===== src/rtl/cycle_step_sequencer.sv =====
`default_nettype none
// ============================================================================
//  Module      : cycle_step_sequencer
//  Description : T-state / M-cycle sequencer for the ControlUnit. Produces the
//                one-hot T-state and M-cycle index that every per-instruction
//                microcode block decodes. It ends an instruction when the
//                ORed end request arrives at T4 and latches the next opcode at
//                that point. It also handles memory stalls, an over-length
//                instruction watchdog and, optionally, HALT entry and exit.
//  Build macro : CYCLE_HALT_EN - when defined, builds the HALTED state
//                (i_Halt / i_Wake). When undefined, o_Halted is tied low.
//  Ports       :
//    i_Clk           system clock, rising edge
//    i_Reset         asynchronous active-high reset
//    i_Stall         freeze all state this cycle (memory wait)
//    i_Reset_Cycle   end-of-instruction request from the microcode blocks
//    i_Opcode_In     fetched opcode, latched when an end request is honoured
//    i_Halt          HALT request (CYCLE_HALT_EN only)
//    i_Wake          wake request, level (CYCLE_HALT_EN only)
//    o_Cycle_Step    one-hot T-state, 0000 while halted
//    o_M_Cycle       M-cycle index within the current instruction
//    o_Opcode        opcode of the executing instruction
//    o_Instr_Start   pulse on the first T-state of each instruction
//    o_Halted        high while in the HALTED state
//    o_Fault         sticky watchdog / protocol fault
//  Revision    : 1.0 - initial release
// ============================================================================
module cycle_step_sequencer #(
    parameter int MAX_M_CYCLES = 6,
    parameter int M_WIDTH      = 3
) (
    input  logic               i_Clk,
    input  logic               i_Reset,
    input  logic               i_Stall,
    input  logic               i_Reset_Cycle,
    input  logic [7:0]         i_Opcode_In,
    input  logic               i_Halt,
    input  logic               i_Wake,
    output logic [3:0]         o_Cycle_Step,
    output logic [M_WIDTH-1:0] o_M_Cycle,
    output logic [7:0]         o_Opcode,
    output logic               o_Instr_Start,
    output logic               o_Halted,
    output logic               o_Fault
);

    localparam logic [3:0]         c_STEP_T1   = 4'b0001;
    localparam logic [3:0]         c_STEP_NONE = 4'b0000;
    localparam logic [7:0]         c_OP_NOP    = 8'h00;
    // Last legal M-cycle index; wrapping out of T4 here trips the watchdog.
    localparam logic [M_WIDTH-1:0] c_M_LAST    = M_WIDTH'(MAX_M_CYCLES - 1);

    logic [3:0]         r_step;
    logic [M_WIDTH-1:0] r_m;
    logic [7:0]         r_opcode;
    logic               r_start;
    logic               r_fault;

    logic [3:0]         w_step_nxt;
    logic [M_WIDTH-1:0] w_m_nxt;
    logic [7:0]         w_opcode_nxt;
    logic               w_start_nxt;
    logic               w_fault_nxt;

`ifdef CYCLE_HALT_EN
    localparam logic [0:0] c_ST_RUN    = 1'b0;
    localparam logic [0:0] c_ST_HALTED = 1'b1;

    logic [0:0] r_state;
    logic [0:0] w_state_nxt;

    always_ff @(posedge i_Clk or posedge i_Reset) begin
        if (i_Reset) begin
            r_state <= c_ST_RUN;
        end else begin
            r_state <= w_state_nxt;
        end
    end

    assign o_Halted = (r_state == c_ST_HALTED);
`else
    // HALT support not built: consume the unused request inputs.
    logic w_unused_halt_inputs;
    assign w_unused_halt_inputs = i_Halt | i_Wake;
    assign o_Halted             = 1'b0;
`endif

    // ------------------------------------------------------------------------
    // State registers
    // ------------------------------------------------------------------------
    always_ff @(posedge i_Clk or posedge i_Reset) begin
        if (i_Reset) begin
            r_step   <= c_STEP_T1;
            r_m      <= '0;
            r_opcode <= c_OP_NOP;
            r_start  <= 1'b1;   // the NOP that follows reset counts as a start
            r_fault  <= 1'b0;
        end else begin
            r_step   <= w_step_nxt;
            r_m      <= w_m_nxt;
            r_opcode <= w_opcode_nxt;
            r_start  <= w_start_nxt;
            r_fault  <= w_fault_nxt;
        end
    end

    // ------------------------------------------------------------------------
    // Next-state logic. Everything holds by default, which is exactly the
    // behaviour of a stalled cycle.
    // ------------------------------------------------------------------------
    always_comb begin
        w_step_nxt   = r_step;
        w_m_nxt      = r_m;
        w_opcode_nxt = r_opcode;
        w_start_nxt  = r_start;
        w_fault_nxt  = r_fault;
`ifdef CYCLE_HALT_EN
        w_state_nxt  = r_state;

        if (r_state == c_ST_HALTED) begin
            w_start_nxt = 1'b0;
            // Stall outranks wake; the opcode latched at HALT entry is kept.
            if (!i_Stall && i_Wake) begin
                w_state_nxt = c_ST_RUN;
                w_step_nxt  = c_STEP_T1;
                w_m_nxt     = '0;
                w_start_nxt = 1'b1;
            end
        end else
`endif
        if (!i_Stall) begin
            w_start_nxt = 1'b0;
            if (r_step[3]) begin
                if (i_Reset_Cycle) begin
                    // Honoured end request; it outranks the watchdog.
                    w_opcode_nxt = i_Opcode_In;
                    w_m_nxt      = '0;
`ifdef CYCLE_HALT_EN
                    if (i_Halt) begin
                        w_state_nxt = c_ST_HALTED;
                        w_step_nxt  = c_STEP_NONE;
                    end else
`endif
                    begin
                        w_step_nxt  = c_STEP_T1;
                        w_start_nxt = 1'b1;
                    end
                end else if (r_m == c_M_LAST) begin
                    // Instruction overran its longest legal length: abandon
                    // it and start the next fetched opcode.
                    w_step_nxt   = c_STEP_T1;
                    w_m_nxt      = '0;
                    w_opcode_nxt = i_Opcode_In;
                    w_start_nxt  = 1'b1;
                    w_fault_nxt  = 1'b1;
                end else begin
                    w_step_nxt = c_STEP_T1;
                    w_m_nxt    = r_m + 1'b1;
                end
            end else begin
                w_step_nxt = {r_step[2:0], 1'b0};
                // An end request is only legal at T4.
                if (i_Reset_Cycle) begin
                    w_fault_nxt = 1'b1;
                end
            end
        end
    end

    assign o_Cycle_Step  = r_step;
    assign o_M_Cycle     = r_m;
    assign o_Opcode      = r_opcode;
    // A stalled first T-state has not started yet; the pulse is shown on the
    // first cycle that actually executes.
    assign o_Instr_Start = r_start & ~i_Stall;
    assign o_Fault       = r_fault;

endmodule
`default_nettype wire


===== config.mk =====
export PLATFORM = sky130hd
export DESIGN_NAME = cycle_step_sequencer
export DESIGN_NICKNAME = d
export VERILOG_FILES = /design/src/rtl/cycle_step_sequencer.sv
export SDC_FILE = /design/constraint.sdc
export NUM_CORES = 1
export LEC_CHECK = 0
export CORE_ASPECT_RATIO = 1.1
export CORE_MARGIN = 5
export CORE_UTILIZATION = 43
export DETAILED_ROUTE_END_ITERATION = 8
export PLACE_DENSITY = 0.93
export SLEW_MARGIN = 20
export SYNTH_ARGS = -nofsm -noshare
export SYNTH_HDL_FRONTEND = slang
export SYNTH_SLANG_ARGS = --single-unit

===== constraint.sdc =====
create_clock -name i_Clk -period 3.1 [get_ports i_Clk]
set_input_delay 0.465 -clock i_Clk [delete_from_list [all_inputs] [get_ports i_Clk]]
set_output_delay 0.465 -clock i_Clk [all_outputs]
set_load 0.03 [all_outputs]

==> impl_metrics.csv <==
group,metric,value,unit
timing,setup_viol,0,
timing,rsz0062_at_grt,"false",
finish,num_antenna_cells,0,
floorplanning,initial_utilization,45.48,%
worst_setup_path,crit_required,2.63,ns
power_and_ir_drop,leakagePower,0.4752,nW
timing,fin_crit_sh,76.47,%
worst_setup_path,cp.arrival,1.91,ns
routing,antenna_left,0,
clock_network,cts.repair.resized,0,
synth,synth-warning-count,0,
finish,n_fill_cell,129,
finish,final_cells,102,
worst_setup_path,worst_setup_path_end_kind,"primary output",
finish,fin_area,1026,µm²
worst_setup_path,critPathMaxFanout,8,
worst_setup_path,cpMostUsedCell,"clkdlybuf4s50_1",
finish,layout-drive-gt1-share,22.35,%
power_and_ir_drop,ir_drop,0.2736,mV
clock_network,clockBufferDepth,2,
routing,drt_iter0_drc,2,
clock_network,cts_inserted_buffers,3,
placed_design,routabilityCongestion,0.6792,
global_routing,gr-total-overflow,0,
clock_network,cts_tree,"yes",
clock_network,cts_hold_buffers,0,
clock_network,cts_max_level,1,
placed_design,placedCellCount,98,
worst_setup_path,path_class,"in2out",
global_routing,grt_first_pass_wirelength,2.290,mm
clock_network,cts.sinks,17,
global_routing,grt_antenna_before_repair,0,
timing,fin_skew,0.004160,ns
floorplanning,die_w,48.93,µm
synth,synth.avg_cell_area,13.04,µm²
global_routing,grt_usage,11.78,%
clock_network,path_clk_slew,0.09,ns
global_routing,grt_max_degree,18,
worst_setup_path,start_kind,"input port",
timing,drv_slew,0,
synth,ys_seq_area_share,59.69,%
run_status,outcome,"finished, final reports clean",
floorplanning,die_area,2585,µm²
timing,min_period,2.370,ns
routing,wl_per_cell,13.79,µm
timing,hold_viol,0,
worst_setup_path,ff2ff_setup_slack,1.62,ns
floorplanning,coreArea,1577,µm²
worst_setup_path,cpPeakStageDelay,0.66,ns
floorplanning,die_h,52.83,µm
timing,max_freq,421.9,MHz
timing,slew_headroom,59.02,%
clock_network,clock_latency,0.29,ns
finish,layout_common_cells,"28 x clkdlybuf4s50_1, 15 x dfrtp_1, 9 x nand2_1",
synth,synth_top_area_share,52.36,%
floorplanning,pin_count,32,
routing,drc,0,
synth,netlist_area,716.9,µm²
min_path,hold_path.class,"reg2reg",
synth,yosys.area.top_type,"dfrtp_1",
routing,drtPass1Iterations,2,
global_routing,grt_pass1_vias,526,
finish,area_growth,43.11,%
placed_design,io_buffers,28,
synth,synth-seq-cells,17,
routing,dr_total_vias,523,
timing,worst_slew_pin_slew,0.6140,ns
finish,final_common_cell,"clkdlybuf4s50_1",
clock_network,root_buffer,"clkbuf_4",
floorplanning,rows,15,
routing,via_per_inst,5.127,
timing,fin_tns_setup,0,ns
synth,ys_types,19,
power_and_ir_drop,power_density,351.7,nW/µm²
worst_setup_path,cp_slowest_cell,"clkdlybuf4s50_1",
worst_setup_path,cp_cell_sequence,"clkdlybuf4s50_1 -> and2b_2 -> clkdlybuf4s50_1",
synth,syn-num-nets,69,
clock_network,cts_setup_buffers,0,
synth,synthTopCellsByArea,"dfrtp_1 52%, mux2_2 11%, dfstp_2 7.3%",
placed_design,dp_hpwl,1.131,mm
flow_run,maxCapViolations,0,
routing,wl,1.407,mm
synth,syn_inst,55,
finish,nNetsFinal,100,
placed_design,place_area,999.7,µm²
-- path summary, 6_finish.rpt --
path,startpoint,end,cells past startpoint
worst max register to register,o_M_Cycle[0],o_Opcode[5],3
worst min-delay path,r_start,r_start,2
min in group asynchronous,i_Reset,o_M_Cycle[0],2
worst min register to register,r_start,r_start,2
max in group asynchronous,i_Reset,o_Cycle_Step[1],2
worst max-delay path,i_Stall,o_Instr_Start,3
-- cell usage after synthesis --
master / n
a22o_2: 2
mux2_2: 7
dfstp_2: 2
buf_4: 1
and2b_2: 1
conb_1: 1
nand2b_4: 1
and3b_2: 1
dfrtp_1: 15
mux2_4: 1
o21bai_4: 1
inv_1: 2
buf_6: 1
nor2_1: 3
nand2_1: 9
a221o_1: 1
or2_0: 1
o41ai_1: 2
o21ai_0: 3
-- per-layer routing --
metal / track usage (%) / vias up / share of wire, %
li1: - / 250 / -
met1: 11.55 / 247 / 38
met2: 21.09 / 24 / 51
met3: 4.558 / 2 / 8.7
met4: 6.726 / 0 / 1.8
met5: 0 / - / 0
-- area by class of cell --
type / count / area, µm² / share of cell area (%)
well taps: 17 / 21.27 / 2.073
flip-flops and latches: 17 / 427.9 / 41.71
multi-input cells: 34 / 262.8 / 25.61
clock buffers: 4 / 26.28 / 2.561
inverters: 2 / 7.507 / 0.7317
repair buffers: 28 / 280.3 / 27.32
-- stage by stage --
stage / hold slack (ns) / total power (W) / util (%) / setup WS [ns]
2_1_floorplan: 0.3896 / 0.0002360 / - / 1.592
3_3_place_gp: 0.4562 / 0.0002494 / 63.41 / 0.7353
3_5_place_dp: 0.4677 / 0.0002502 / 63.41 / 0.7233
4_1_cts: 0.4965 / 0.0003661 / 65.08 / 0.7198
5_1_grt: 0.5265 / 0.0003782 / 65.08 / 0.6697
6_report: 0.4884 / 0.0003609 / 65.08 / 0.7295
-- worst max-delay path: cells and delay by family --
| kind | cells | cell delay [ns] |
|---|---|---|
| buffers and inverters | 2 | 1.18 |
| and+or+nand+nor | 1 | 0.26 |
-- power breakdown --
part / switching (W) / internal, W / total, W
clock network: 0.0000654 / 0.0000500 / 0.000115
registers: 0.0000000000147 / 0.000222 / 0.000222
logic: 0.0000105 / 0.0000132 / 0.0000237
-- sequential cells by signal, summed over array words and instances, names as in the netlist --
name / count
o_Fault: 1
o_Cycle_Step: 4
o_Opcode: 8
r_start: 1
o_M_Cycle: 3
-- kinds of logic after synthesis --
logic type,count (synthesis),share of synthesized area (%)
buffers and inverters,4,3.666
muxes,8,13.09
AOI/OAI and AO/OA,9,11.34
DFF,17,59.69
other,1,0.5231
and+or+nand+nor,16,11.69
Power figures use the tool's default switching activity.
